File: src/rtl/spi_cmd_ctrl.sv
// spi_cmd_ctrl
// Command sequencer for the SPI slave serial datapath. It counts bits of the
// incoming serial stream and decodes the command byte (READ/WRITE). It then
// assembles the address and drives a byte-wide memory port. Bursts
// auto-increment the address, which wraps silently at the top of the space.
//
// Ports:
//   clk        system clock
//   rst        asynchronous active-high reset
//   cs_n       chip select, active low, synchronous to clk
//   bit_stb    one-cycle strobe per serial bit (strobes >= 3 clk apart)
//   data_in    serial input bit, valid with bit_stb, MSB first
//   data_out   serial read bit (MSB of tx shift register), 0 outside RDATA
//   mem_addr   memory address
//   mem_wdata  write data
//   mem_we     one-cycle write pulse
//   mem_re     one-cycle read pulse
//   mem_rdata  read data, valid exactly one cycle after mem_re
//   cmd_err    one-cycle pulse on an unknown opcode
//   busy       high whenever the sequencer is not idle
module spi_cmd_ctrl #(
  parameter logic [7:0] command_read  = 8'b00000011,
  parameter logic [7:0] command_write = 8'b00000010,
  parameter int         addr_width    = 16
) (
  input  logic                  clk,
  input  logic                  rst,
  input  logic                  cs_n,
  input  logic                  bit_stb,
  input  logic                  data_in,
  output logic                  data_out,
  output logic [addr_width-1:0] mem_addr,
  output logic [7:0]            mem_wdata,
  output logic                  mem_we,
  output logic                  mem_re,
  input  logic [7:0]            mem_rdata,
  output logic                  cmd_err,
  output logic                  busy
);

  // Counter is wide enough to count through the full address field.
  localparam int CW = $clog2(addr_width) + 1;

  typedef enum logic [2:0] {
    IDLE,
    CMD,
    ADDR,
    WDATA,
    RDATA,
    IGNORE
  } state_t;

  state_t                state, state_n;
  logic [CW-1:0]         bit_cnt, bit_cnt_n;
  logic [7:0]            rx, rx_n;
  logic [7:0]            tx, tx_n;
  logic                  rd_flag, rd_n;
  logic                  wr_flag, wr_n;
  logic                  load_pend, load_n;
  logic [addr_width-1:0] addr_n;
  logic [7:0]            wdata_n;
  logic                  we_n, re_n, err_n;

  // State and datapath registers. Everything is cleared by reset. The
  // load_pend flag marks the cycle in which mem_rdata answers the previous
  // mem_re.
  always_ff @(posedge clk or posedge rst) begin
    if (rst) begin
      state     <= IDLE;
      bit_cnt   <= '0;
      rx        <= '0;
      tx        <= '0;
      rd_flag   <= 1'b0;
      wr_flag   <= 1'b0;
      load_pend <= 1'b0;
      mem_addr  <= '0;
      mem_wdata <= '0;
      mem_we    <= 1'b0;
      mem_re    <= 1'b0;
      cmd_err   <= 1'b0;
    end else begin
      state     <= state_n;
      bit_cnt   <= bit_cnt_n;
      rx        <= rx_n;
      tx        <= tx_n;
      rd_flag   <= rd_n;
      wr_flag   <= wr_n;
      load_pend <= load_n;
      mem_addr  <= addr_n;
      mem_wdata <= wdata_n;
      mem_we    <= we_n;
      mem_re    <= re_n;
      cmd_err   <= err_n;
    end
  end

  // Next-state and datapath logic.
  // Accesses that were already issued (a mem_we pulse, or a read whose data
  // arrives this cycle) always finish their address increment, even if
  // cs_n has just risen. Deselect clears the framing state but leaves
  // mem_addr alone.
  always_comb begin
    state_n   = state;
    bit_cnt_n = bit_cnt;
    rx_n      = rx;
    tx_n      = tx;
    rd_n      = rd_flag;
    wr_n      = wr_flag;
    load_n    = mem_re;
    addr_n    = mem_addr;
    wdata_n   = mem_wdata;
    we_n      = 1'b0;
    re_n      = 1'b0;
    err_n     = 1'b0;

    if (mem_we) begin
      addr_n = mem_addr + 1'b1;
    end
    if (load_pend) begin
      tx_n   = mem_rdata;
      addr_n = mem_addr + 1'b1;
    end

    if (cs_n) begin
      state_n   = IDLE;
      bit_cnt_n = '0;
      rx_n      = '0;
      tx_n      = '0;
      rd_n      = 1'b0;
      wr_n      = 1'b0;
    end else begin
      case (state)
        IDLE: begin
          state_n   = CMD;
          bit_cnt_n = '0;
          rx_n      = '0;
        end

        CMD: begin
          if (bit_stb) begin
            rx_n = {rx[6:0], data_in};
            if (bit_cnt == CW'(7)) begin
              bit_cnt_n = '0;
              if (rx_n == command_read) begin
                state_n = ADDR;
                rd_n    = 1'b1;
              end else if (rx_n == command_write) begin
                state_n = ADDR;
                wr_n    = 1'b1;
              end else begin
                state_n = IGNORE;
                err_n   = 1'b1;
              end
            end else begin
              bit_cnt_n = bit_cnt + CW'(1);
            end
          end
        end

        // The first read is issued on entry to RDATA so that the byte is
        // ready before the host clocks its first read bit.
        ADDR: begin
          if (bit_stb) begin
            addr_n = {mem_addr[addr_width-2:0], data_in};
            if (bit_cnt == CW'(addr_width - 1)) begin
              bit_cnt_n = '0;
              if (rd_flag) begin
                state_n = RDATA;
                re_n    = 1'b1;
              end else if (wr_flag) begin
                state_n = WDATA;
              end else begin
                state_n = IGNORE;
              end
            end else begin
              bit_cnt_n = bit_cnt + CW'(1);
            end
          end
        end

        WDATA: begin
          if (bit_stb) begin
            rx_n = {rx[6:0], data_in};
            if (bit_cnt == CW'(7)) begin
              bit_cnt_n = '0;
              wdata_n   = rx_n;
              we_n      = 1'b1;
            end else begin
              bit_cnt_n = bit_cnt + CW'(1);
            end
          end
        end

        RDATA: begin
          if (bit_stb) begin
            tx_n = {tx[6:0], 1'b0};
            if (bit_cnt == CW'(7)) begin
              bit_cnt_n = '0;
              re_n      = 1'b1;
            end else begin
              bit_cnt_n = bit_cnt + CW'(1);
            end
          end
        end

        IGNORE: begin
          state_n = IGNORE;
        end

        default: begin
          state_n = IDLE;
        end
      endcase
    end
  end

  // While read data is arriving, its MSB is forwarded straight to data_out.
  // This lets the first bit appear one cycle before it lands in tx.
  assign data_out = (state == RDATA) && (load_pend ? mem_rdata[7] : tx[7]);
  assign busy     = (state != IDLE);

endmodule

File: config.mk
export PLATFORM = sky130hd
export DESIGN_NAME = spi_cmd_ctrl
export DESIGN_NICKNAME = d
export VERILOG_FILES = /design/src/rtl/spi_cmd_ctrl.sv
export SDC_FILE = /design/constraint.sdc
export NUM_CORES = 1
export LEC_CHECK = 0
export CORE_UTILIZATION = 30
export DETAILED_ROUTE_END_ITERATION = 10
export PLACE_DENSITY = 0.46
export RECOVER_POWER = 100
export SYNTH_ARGS = -nofsm -noshare
export SYNTH_HDL_FRONTEND = slang
export SYNTH_SLANG_ARGS = --single-unit
File: constraint.sdc
create_clock -name clk -period 3.25 [get_ports clk]
set_input_delay 0.65 -clock clk [delete_from_list [all_inputs] [get_ports clk]]
set_output_delay 0.65 -clock clk [all_outputs]
set_load 0.005 [all_outputs]
==> results_dict.tcl <==
set metrics [dict create \
    maxSlewHeadroom_pct 34.5 \
    status "finished, final reports clean" \
    netlist_area_mm2 0.00271 \
    io_pins 42 \
    p_leak_nw 1.42 \
    dp_hpwl_mm 4.37 \
    hp-class "reg -> reg" \
    fmax_mhz 371 \
    wl_per_cell_um 14.6 \
    synthTopCellsByArea "dfrtp_1 49%, mux2i_1 4.8%, nand2_1 4.7%" \
    vdd_drop_max_mv 0.167 \
    critPathLaunchType "flip-flop" \
    syn_to_final_growth_pct 22.4 \
    worstPathCellList "or3b_1, nor2_1, dlygate4sd3_1" \
    finalSetupTns_ns 0 \
    synthArstFlopShare_pct 100 \
    cts_buffers 5 \
    dieWidth_um 97.1 \
    synth_cell_types 49 \
    crit_buf_inv 1 \
    synth_edf_count 0 \
    critPathMaxFanout 15 \
    io_buffers 41 \
    crit_type "reg -> out" \
    setup_viol 0 \
    ys_seq_elements 53 \
    cts-resized-gates 0 \
    cts_hold_buf 0 \
    worst_skew_pair.late_latency_ns 0.30 \
    worst_ep_arrival_time_ns 2.05 \
    synth.avg_cell_area_um2 9.79 \
    drt_wl_total_mm 6.18 \
    n_antenna_cell 0 \
    yosysTopAreaCell "dfrtp_1" \
    h-tree-depth 2 \
    synthFlopType "dfrtp_1" \
    cts-root-buf "clkbuf_8" \
    cp_slowest_cell "dlygate4sd3_1" \
    drive_above_1_share_pct 7.91 \
    cts_tree "built" \
    final_cell_area_mm2 0.00332 \
    grt_antenna_before_repair 0 \
    dpl-instance-area_mm2 0.00324 \
    drt-pass1-iter-count 4 \
    maxSlewViolCount 0 \
    cts.sinks 53 \
    grt_max_degree 31 \
    skew_ns 0.0127 \
    die_h_um 97.1 \
    layout_min_cycle_time_ns 2.70 \
    fin_crit_sh_pct 82.9 \
    grt_usage_pct 14.1 \
    place.gp.congestion 0.768 \
    synth_nets 294 \
    num-nets-final 333 \
    maxCapViolCount 0 \
    final-hold-violation-count 0 \
    worst_pin_slew_ns 0.981 \
    dieArea_mm2 0.00943 \
    vias_per_cell 5.11 \
    yosysSeqAreaShare_pct 48.9 \
    ant_nets 0 \
    power.density_mw_per_mm2 535 \
    mostFrequentLayoutCells "53 x dfrtp_1, 34 x nand2_1, 32 x dlygate4sd3_1" \
    layout_commonest_cell "dfrtp_1" \
    synth_top_area_share_pct 48.9 \
    drtIter0Drc 71 \
    cts_max_path_buffers 2 \
    rows 34 \
    synthCells 277 \
    cp.required_ns 2.60 \
    drc 0 \
    grt_pass1_wl_mm 10.8 \
    core-area_mm2 0.00872 \
    start_util_pct 31.1 \
    critPathTopFamily "simple AND/OR/NAND/NOR gates" \
    postCtsSetupRepairBufs 0 \
    cpPeakStageDelay_ns 0.57 \
    via_count 2167 \
    path_clk_slew_ns 0.10 \
    grt_pass1_vias 2150 \
    yosysWarnings 0 \
    endpoint_kind "output port" \
    rsz0062_at_grt "false" \
    grt_overflow 0 \
]
## through the flow
step	util (%)	hold slack [ns]	power (mW)	setup WS, ns	std cells
finish	38.1	0.413	1.77	0.555	424
global route	38.1	0.429	1.91	0.435	424
CTS	38.4	0.425	1.84	0.589	424
detailed placement	37.2	0.402	1.39	0.592	417
global placement	37.2	0.402	1.38	0.626	417
floorplan	-	0.376	1.14	1.31	277
## per-layer routing
layer / global-route usage, % / share of wire, % / vias up
li1: - / - / 1070
met1: 19.8 / 50 / 1046
met2: 22.0 / 45 / 43
met3: 2.52 / 3.3 / 8
met4: 4.48 / 1.7 / 0
met5: 0 / 0 / -
## power by group
part | leakage (nW) | internal (mW) | total [mW] | switching, mW
clock | 0.0540 | 0.225 | 0.444 | 0.220
sequential | 0.689 | 0.745 | 0.887 | 0.142
combinational | 0.674 | 0.236 | 0.443 | 0.208
total | 1.42 | 1.21 | 1.77 | 0.569
## state kept, by name, summed over array words and instances (netlist names)
| register | cells |
|---|---|
| state | 3 |
| bit_cnt | 5 |
| mem_wdata | 8 |
| mem_re | 1 |
| mem_we | 1 |
| mem_addr | 16 |
| tx | 8 |
| cmd_err | 1 |
| load_pend | 1 |
| wr_flag | 1 |
| rd_flag | 1 |
| rx | 7 |
## cells in the mapped netlist (all sizes together), types with 2 or more instances
cell type / number
a211oi: 7
a21oi: 23
a22o: 3
a41oi: 3
and2: 2
and3: 3
buf: 7
clkbuf: 6
dfrtp: 53
ha: 4
inv: 10
mux2: 9
mux2i: 13
nand2: 34
nand2b: 2
nand3: 11
nand4: 2
nand4b: 2
nor2: 25
nor2b: 3
nor3: 5
nor3b: 4
o211ai: 4
o21ai: 17
o21bai: 2
o31ai: 3
or4: 2
xnor2: 3
## worst paths after layout
| check | to | start | cells after the start | slack, ns |
|---|---|---|---|---|
| max | data_out | state[0]$_DFFE_PP0P_ | 3 | 0.55 |
| min | load_pend$_DFF_PP0_ | mem_re$_DFF_PP0_ | 0 | 0.41 |
| max reg2reg | mem_wdata[5]$_DFFE_PP0P_ | state[0]$_DFFE_PP0P_ | 4 | 1.02 |
| min reg2reg | load_pend$_DFF_PP0_ | mem_re$_DFF_PP0_ | 0 | 0.41 |
| max in group asynchronous | rd_flag$_DFFE_PP0P_ | rst | 3 | 0.95 |
| min in group asynchronous | mem_addr[13]$_DFF_PP0_ | rst | 2 | 1.01 |
## cell families (layout without fill, tap and decap cells)
kind of cell / after synthesis / after routing / share of synthesized area [%]
simple gates: 102 / 102 / 19.2
mux: 22 / 22 / 8.53
buf+inv: 23 / 62 / 3.46
flops: 53 / 53 / 48.9
fa+ha+maj: 5 / 5 / 2.26
compound gates: 68 / 68 / 16.3
xor+xnor: 4 / 4 / 1.29
## cell type report
class	count	area [um2]
Tap cell	108	135
Fill cell	886	5400
Clock buffer	5	68.8
Timing Repair Buffer	45	434
Clock inverter	2	35.0
Sequential cell	53	1330
Multi-Input combinational cell	201	1280
Inverter	10	37.5
## worst register-to-register path, cell delays in order (launching register included)
cell and delay [ns]:
dfrtp_1 0.62, nand2b_1 0.17, nor2_1 0.41, and4_1 0.53, mux2_2 0.39
Note: power is estimated with default switching activity, not from simulation.
==> edit, RTL diff (same flow settings) <==
Put a register stage on the outputs `data_out` and `busy`, with the module's reset. The values now appear one clock later. The other outputs are not delayed to match.
--- a/src/rtl/spi_cmd_ctrl.sv
+++ b/src/rtl/spi_cmd_ctrl.sv
@@ -218,4 +218,11 @@
   // This lets the first bit appear one cycle before it lands in tx.
-  assign data_out = (state == RDATA) && (load_pend ? mem_rdata[7] : tx[7]);
-  assign busy     = (state != IDLE);
+  always_ff @(posedge clk or posedge rst) begin
+    if (rst) begin
+      data_out <= '0;
+      busy     <= '0;
+    end else begin
+      data_out <= (state == RDATA) && (load_pend ? mem_rdata[7] : tx[7]);
+      busy     <= (state != IDLE);
+    end
+  end
 
Function: changed (Yosys sat finds a counterexample within 4 cycles, from zero or initial values and one cycle with rst high).
==> edit against the unedited design <==
Fmax up 6.8%. Cell area up 5.9%. Sequential share of layout area down 0.81 points. Worst hold slack better by 0.023 ns. Power up 9.7%. Count of clock-buffer cells in the layout up 1. Largest power group unchanged. Sequential cell count up 2. Setup slack better by 0.17 ns. Non-clock buffer count up 1. Critical path depth up 3. Synthesized area up 7.1%. Via count up 7.5%. Wire length up 8.1%.
==> edit: results (changes against the unedited design) <==
[min_path]
min_path_type=flip-flop to flip-flop
min_path_cells=0  ; unchanged
hold_start=mem_re$_DFF_PP0_
worstHoldEndpoint=load_pend$_DFF_PP0_

[worst_setup_path]
crit_start=bit_stb
cp_max_fo=20  ; +5
path_class=input pin to flip-flop
slowest_delay_ns=0.71  ; +0.14 ns
crit_slowest_cell=dlygate4sd3_1
cpLargestDelayFamily=buffers and inverters
critPathArrivalTime_ns=2.72  ; +0.67 ns
r2r-end=mem_addr[3]$_DFF_PP0_
worstReg2RegStart=state[1]$_DFFE_PP0P_
r2r_cells=5  ; +1
reg2reg_slack_ns=0.81  ; -0.21 ns

[logic_synthesis]
syn_avg_cell_area_um2=9.95  ; +1.6%
synth_cell_types=65  ; +33%
ys_top_cells_by_count=dfrtp_1 (55), nand2_1 (31), nor2_1 (20)
synthAdderAreaFrac_pct=2.45  ; +0.19 points
synth_top_cells_by_area=dfrtp_1 (47%), nand2_1 (4.0%), mux2_2 (3.5%)
synth-async-reset-ratio_pct=100  ; unchanged
synth_nets=309  ; +5.1%
synth-seq-area-share_pct=47.4  ; -1.5 points
synth-xor-area-share_pct=1.21  ; -0.086 points
synth_compound_area_share_pct=18.2  ; +1.9 points
synth_mux_area_share_pct=6.93  ; -1.6 points

[place]
place.gp.congestion=0.769  ; about the same
dpl.hpwl_mm=4.74  ; +8.5%
dp_worst_setup_slack_ns=0.691  ; +0.0996 ns
io_buffers=41  ; unchanged
dp_cells=452  ; +8.4%

[cells_and_area]
num_antenna_cells=0  ; unchanged
fill_cells=977  ; +10%
drive_gt1_share_pct=7.27  ; -0.64 points
finalNetCount=347  ; +4.2%

[routing]
drt_iter0_drc=64  ; -9.9%
viasPerCell=5.07  ; -0.72%
firstDrtPassIters=4  ; unchanged
wirelength_mm=6.68  ; +8.1%
avgRoutedWirePerCell_um=14.6  ; -0.17%

[cts]
cts_root_buf=clkbuf_8
clkTransAtPathRegs_ns=0.10  ; about the same

[sta]
min_period_over_period_pct=77.7  ; -5.3 points
worst_slew_pin_slew_ns=1.28  ; +0.296 ns
clock_skew_ns=0.00821  ; -0.00449 ns

[global_routing]
antenna_found_initial=0  ; unchanged
grtUsageTotal_pct=14.4  ; +0.29 points
grt_pass1_wl_mm=11.4  ; +5.4%
grt_max_degree=33  ; +6.5%
grt_pass1_vias=2267  ; +5.4%

[status]
status=finished, final reports clean

[power]
power.leakage_uw=0.00149  ; +5.5%
vdd_drop_max_mv=0.202  ; +21%

[edit: cell count changes after synthesis, sizes merged, moves of 3 or more]
cell,before,now
a21oi,23,15
nor3,5,10
a211oi,7,11
nand2b,2,6
nor2,25,21
a221o,0,3
inv,10,13
mux2i,13,10
nand2,34,31
nand3,11,8
nor3b,4,1
o21a,0,3
o221a,0,3
[edit: logic make-up (layout without fill, tap and decap cells)]
group | Yosys count | count (layout)
simple gates | 106 | 106
compound gates | 74 | 74
flops | 55 | 55
buf+inv | 28 | 66
mux | 19 | 19
fa+ha+maj | 6 | 6
xor+xnor | 4 | 4
[edit: power breakdown]
part           total, uW  internal [uW]  switching [uW]
Clock                456            227             229
Combinational        548            267             281
Sequential           943            778             166
Total               1950           1270             676
[edit: layout make-up]
| class | instances | area (um^2) | share of cell area [%] |
|---|---|---|---|
| multi-input combinational | 209 | 1390 | 39.5 |
| sequential | 55 | 1380 | 39.1 |
| timing repair buffer | 46 | 437 | 12.4 |
| tap | 129 | 161 | 4.59 |
| clock buffer | 6 | 72.6 | 2.06 |
| inverter | 13 | 48.8 | 1.39 |
| clock inverter | 1 | 30.0 | 0.854 |
[edit: metal layers]
metal | GRT usage (%) | part of all wire (%)
met1 | 20.3 | 50
met2 | 22.4 | 46
met3 | 2.99 | 3.5
met4 | 3.68 | 0.91
met5 | 0 | 0
[edit: metrics by stage]
| stage | hold slack (ns) | util [%] | cell area (um^2) |
|---|---|---|---|
| floorplan | 0.376 | - | 2910 |
| global placement | 0.413 | 36.8 | 3430 |
| detailed placement | 0.411 | 36.8 | 3430 |
| CTS | 0.442 | 37.9 | 3540 |
| global route | 0.456 | 37.7 | 3520 |
| finish | 0.436 | 37.7 | 3520 |
